--- src/rtl/gpio_ctrl_pulse_gen.sv ---
// GPIO output pulse generator: inverts a latched pin mask for a programmable
// high phase, then restores it for a low phase, for N pulses or continuously.
module gpio_ctrl_pulse_gen #(
  parameter int CNT_W = 16
) (
  input  logic             clk,
  input  logic             rst_n,
  input  logic [31:0]      gpio_out_reg,
  input  logic [31:0]      pulse_mask,
  input  logic [CNT_W-1:0] high_cycles,
  input  logic [CNT_W-1:0] low_cycles,
  input  logic [CNT_W-1:0] pulse_count,
  input  logic             start,
  input  logic             stop,
  output logic [31:0]      gpio_out_data,
  output logic             busy,
  output logic             done
);

  typedef enum logic [1:0] {
    ST_IDLE = 2'd0,
    ST_HIGH = 2'd1,
    ST_LOW  = 2'd2
  } state_t;

  localparam logic [CNT_W-1:0] LP_ONE = CNT_W'(1);

  state_t           r_state;
  logic [CNT_W-1:0] r_phase_cnt;
  logic [CNT_W-1:0] r_pulse_cnt;
  logic [31:0]      r_mask;
  logic [CNT_W-1:0] r_high_lat;
  logic [CNT_W-1:0] r_low_lat;
  logic [CNT_W-1:0] r_cnt_lat;
  logic             r_done;

  logic [CNT_W-1:0] w_high_eff;
  logic [CNT_W-1:0] w_low_eff;
  logic             w_last_pulse;

  // Zero-length phases are stretched to one cycle at latch time.
  assign w_high_eff   = (high_cycles == '0) ? LP_ONE : high_cycles;
  assign w_low_eff    = (low_cycles  == '0) ? LP_ONE : low_cycles;
  assign w_last_pulse = (r_cnt_lat != '0) && ((r_pulse_cnt + LP_ONE) == r_cnt_lat);

  always_ff @(posedge clk or negedge rst_n) begin
    if (!rst_n) begin
      r_state     <= ST_IDLE;
      r_phase_cnt <= '0;
      r_pulse_cnt <= '0;
      r_mask      <= '0;
      r_high_lat  <= '0;
      r_low_lat   <= '0;
      r_cnt_lat   <= '0;
      r_done      <= 1'b0;
    end else begin
      r_done <= 1'b0;
      if (stop) begin
        r_state <= ST_IDLE;
      end else begin
        case (r_state)
          ST_IDLE: begin
            if (start) begin
              r_mask      <= pulse_mask;
              r_high_lat  <= w_high_eff;
              r_low_lat   <= w_low_eff;
              r_cnt_lat   <= pulse_count;
              r_phase_cnt <= w_high_eff - LP_ONE;
              r_pulse_cnt <= '0;
              r_state     <= ST_HIGH;
            end
          end
          ST_HIGH: begin
            if (r_phase_cnt != '0) begin
              r_phase_cnt <= r_phase_cnt - LP_ONE;
            end else begin
              r_phase_cnt <= r_low_lat - LP_ONE;
              r_state     <= ST_LOW;
            end
          end
          ST_LOW: begin
            if (r_phase_cnt != '0) begin
              r_phase_cnt <= r_phase_cnt - LP_ONE;
            end else if (w_last_pulse) begin
              r_state <= ST_IDLE;
              r_done  <= 1'b1;
            end else begin
              if (r_cnt_lat != '0) begin
                r_pulse_cnt <= r_pulse_cnt + LP_ONE;
              end
              r_phase_cnt <= r_high_lat - LP_ONE;
              r_state     <= ST_HIGH;
            end
          end
          default: r_state <= ST_IDLE;
        endcase
      end
    end
  end

  assign gpio_out_data = gpio_out_reg ^ (r_mask & {32{r_state == ST_HIGH}});
  assign busy          = (r_state != ST_IDLE);
  assign done          = r_done;

endmodule

--- config.mk ---
export PLATFORM = sky130hd
export DESIGN_NAME = gpio_ctrl_pulse_gen
export DESIGN_NICKNAME = d
export VERILOG_FILES = /design/src/rtl/gpio_ctrl_pulse_gen.sv
export SDC_FILE = /design/constraint.sdc
export NUM_CORES = 1
export LEC_CHECK = 0
export ABC_AREA = 1
export CAP_MARGIN = 20
export CORE_MARGIN = 10
export CORE_UTILIZATION = 48
export DETAILED_ROUTE_END_ITERATION = 12
export HOLD_SLACK_MARGIN = 0.1
export PLACE_DENSITY = 0.76
export SLEW_MARGIN = 15
export SYNTH_ARGS = -nofsm -noshare
export SYNTH_HDL_FRONTEND = slang
export SYNTH_SLANG_ARGS = --single-unit
--- constraint.sdc ---
create_clock -name clk -period 2 [get_ports clk]
set_input_delay 0.4 -clock clk [delete_from_list [all_inputs] [get_ports clk]]
set_output_delay 0.4 -clock clk [all_outputs]
set_load 0.01 [all_outputs]
==> results.txt, run 1 <==
crit-path max cell delay: 0.40 ns
f_max: 440 MHz
Post-Syn Area per Cell: 6.75 µm²
Detailed Route WL: 28700 µm
data arrival time of the critical path: 2.58 ns
register area: 0.00288 mm²
number of global-route vias before repair: 8943
Final Max Tran Viols: 0
Clock Tree Root: clkbuf_16
clock slew at reported path FFs: 0.06 ns
worst skew pair latency: 0.43 ns
switch share: 43.0%
vias per cell: 5.33
status: complete, but fails checks
Cell variety after synth: 38
EDFF count, synth: 0
Final period util: 114%
Internal: 9.07 mW
P_leak: 6.06 nW
synth warn: 0
sequential share of the synthesized area: 37.0%
area of the mapped netlist: 0.00778 mm²
most frequent cells in the layout: nand2_1 (404), buf_4 (140), clkdlybuf4s50_1 (115), dfrtp_1 (114), inv_1 (96)
Final Instance Area: 0.0122 mm²
Comb power frac: 52.1%
Area Overhead vs Synth: 57.0%
hold_ws: 0.322 ns
Primary FF master, synth: dfrtp_1
Num CTS Buffers: 17
Synth Instances: 1152
core area: 0.0159 mm²
worst path cell trace: ha_4 > nand2_4 > nor2_4 > nand3_2 > nand2_2 > nand2_1 > nand2_1 > nand2_2 > nor2_2 > nand2_2 > nor2_4 > nand3_4 > buf_12 > nand4_1 > nand2_1
Fin. Hold Viols: 0
GR Util All Layers: 24.7%
first-pass GRT wire length: 43700 µm
Worst Slack Setup Final: -0.274 ns
Crit-path slowest cell: dfrtp_1
via count: 9006
# nets final: 1587
RSZ-0062 raised after global routing: true
# diodes: 0
register share of total power: 27.3%
layout cells sized above 1: 26.3%
clock share of power: 20.6%
power per cell area: 1300 mW/mm²
# rows: 46
Min-Delay Path Class: primary input to asynchronous set/reset pin
Clock Sinks: 115
failing checks: negative setup slack
Crit. End Element: register
Routed WL per cell: 17.0 µm
port buffer count: 149
area of the multi-input gates: 0.00504 mm²
Die ar.: 0.0217 mm²
Clock Path Buffers: 2
sw power: 6.85 mW
#FFs+latches synth: 115
drt drc: 0
DRT antenna net count: 0
Synth Net Count: 1278
Die Span Y: 147 µm
H-tree depth: 4
antenna violations before repair: 0
drt first pass iters: 9
die width: 147 µm
Starting Density: 49.0%
post-DP HPWL: 19500 µm
DP Area: 0.0106 mm²
fill count: 1160
grt ovf: 0
DRT iter0 DRCs: 752
Routability Congestion: 0.941
worst path required time: 2.31 ns
Worst Tran Pin Value: 0.432 ns
Setup CP Type: register to register
Tmin final: 2.27 ns
skew final: 0.0107 ns
largest net degree at the start of global routing: 76
Post-synth ARST share: 100%
CTS tree: yes
Max-slew headroom: 71.2%
endpoints failing setup: 66
critical path fanouts, max: 8
Max IR drop VDD: 0.764 mV
io pins: 150
kind of launch point of the worst setup path: register
most common cell after layout, fill and taps aside: nand2_1
Max-Cap Viols: 0
[timing repair]
action / in CTS / in global routing
gates cloned: 3 / 4
endpoints found under the hold margin: 115 / 0
pin swaps: 40 / 46
hold buffers: 1 / 0
buffers inserted: 17 / 22
gates resized for setup: 227 / 75
setup endpoints to repair: 67 / 120
[critical path, delay by kind of cell (launching register included)]
family,cells,cell delay [ns]
adders and majority gates,1,0.18
buffers and inverters,1,0.19
DFF,1,0.40
and+or+nand+nor,13,1.38
[final timing paths]
check	startpoint	endpoint	slack, ns	cells after the start
min reg2reg	r_phase_cnt[0]	r_phase_cnt[0]	0.47	2
min in group clk	r_phase_cnt[0]	r_phase_cnt[0]	0.47	2
min	rst_n	r_cnt_lat[7]	0.32	2
max in group asynchronous	rst_n	r_high_lat[13]	1.06	3
max reg2reg	r_pulse_cnt[0]	r_pulse_cnt[14]	-0.27	15
max	r_pulse_cnt[0]	r_pulse_cnt[14]	-0.27	15
[cell families after synthesis]
group	Yosys count	synth area share, %
AND/OR/NAND/NOR	721	40.1
buffers and inverters	141	7.08
AO/OA/AOI/OAI	102	6.93
XOR/XNOR	63	7.27
flip-flops	115	37.0
adder cells (fa/ha/maj)	10	1.61
[metrics by stage]
step | util [%] | instances | TNS (ns) | worst slack (ns) | power, mW
after CTS | 73.6 | 1668 | -11.39 | -0.266 | 15.0
after floorplan | - | 1152 | -0.207 | -0.0238 | 7.96
after global placement | 66.7 | 1615 | -9.89 | -0.519 | 10.8
after detailed placement | 66.7 | 1615 | -12.21 | -0.565 | 10.9
after global routing | 76.9 | 1690 | -18.85 | -0.411 | 16.9
final | 76.9 | 1690 | -11.78 | -0.274 | 15.9
[sequential cells by signal (all words and copies together), names as in the netlist]
name	count
done	1
r_cnt_lat	16
r_high_lat	16
r_low_lat	16
r_mask	32
r_phase_cnt	16
r_pulse_cnt	16
r_state	2
[cells in the mapped netlist, types with 2 or more instances]
library cell    n  area (µm²)
xor2_1         24         210
o22ai_1         7        43.8
nand3_1        82         410
nor2_2          4        25.0
nand3b_1        3        22.5
o21bai_1        2        15.0
nand2_2         8        50.1
clkbuf_1       26        97.6
nand2_1       448        1680
nand3_4         2        35.0
nand2_4         2        22.5
a22oi_1         3        22.5
nor2_1         95         357
nor3_1         23         115
buf_2           5        25.0
nor2_4          6        67.6
o21ai_0        66         330
dfrtp_1       115        2880
nor4_1          6        37.5
ha_1           10         125
nand4_1        36         225
xnor2_1        38         333
a21oi_1        20         100
nand3_2         2        20.0
buf_6           2        22.5
inv_1         104         390
buf_1           2        7.51
[routing by layer]
layer	up-vias	wire length, µm	global-route usage (%)
li1	4316	-	-
met1	4166	10800	27.5
met2	433	14300	42.0
met3	91	2520	7.74
met4	0	1080	11.5
met5	-	0	0
[power groups by stage]
stage                     combinational (mW)  sequential, mW  clock, mW
final                                   8.30            4.35       3.28
after global routing                    9.05            4.44       3.41
after CTS                               7.47            4.22       3.29
after detailed placement                6.81            4.08          0
after global placement                  6.69            4.08          0
after floorplan                         4.04            3.91          0
[layout make-up]
cell class | count | area share (%)
clock buffers | 20 | 3.82
clock inverters | 12 | 1.36
inverters | 106 | 3.36
multi-input cells | 897 | 41.2
flip-flops and latches | 115 | 23.6
well taps | 216 | 2.21
repair buffers | 324 | 24.4
Power figures use the tool's default switching activity.
==> inputs of run 2 (changes only) <==
ABC_CLOCK_PERIOD_IN_PS = 2000   (was unset)
==> results of run 2 <==
Same layout as run 1: the final DEF is identical, and so are final timing and power.
==> inputs of run 3 (changes only) <==
CTS_CLUSTER_SIZE = 10   (was unset)
==> results of run 3 <==
Same layout as run 1: the final DEF is identical, and so are final timing and power.
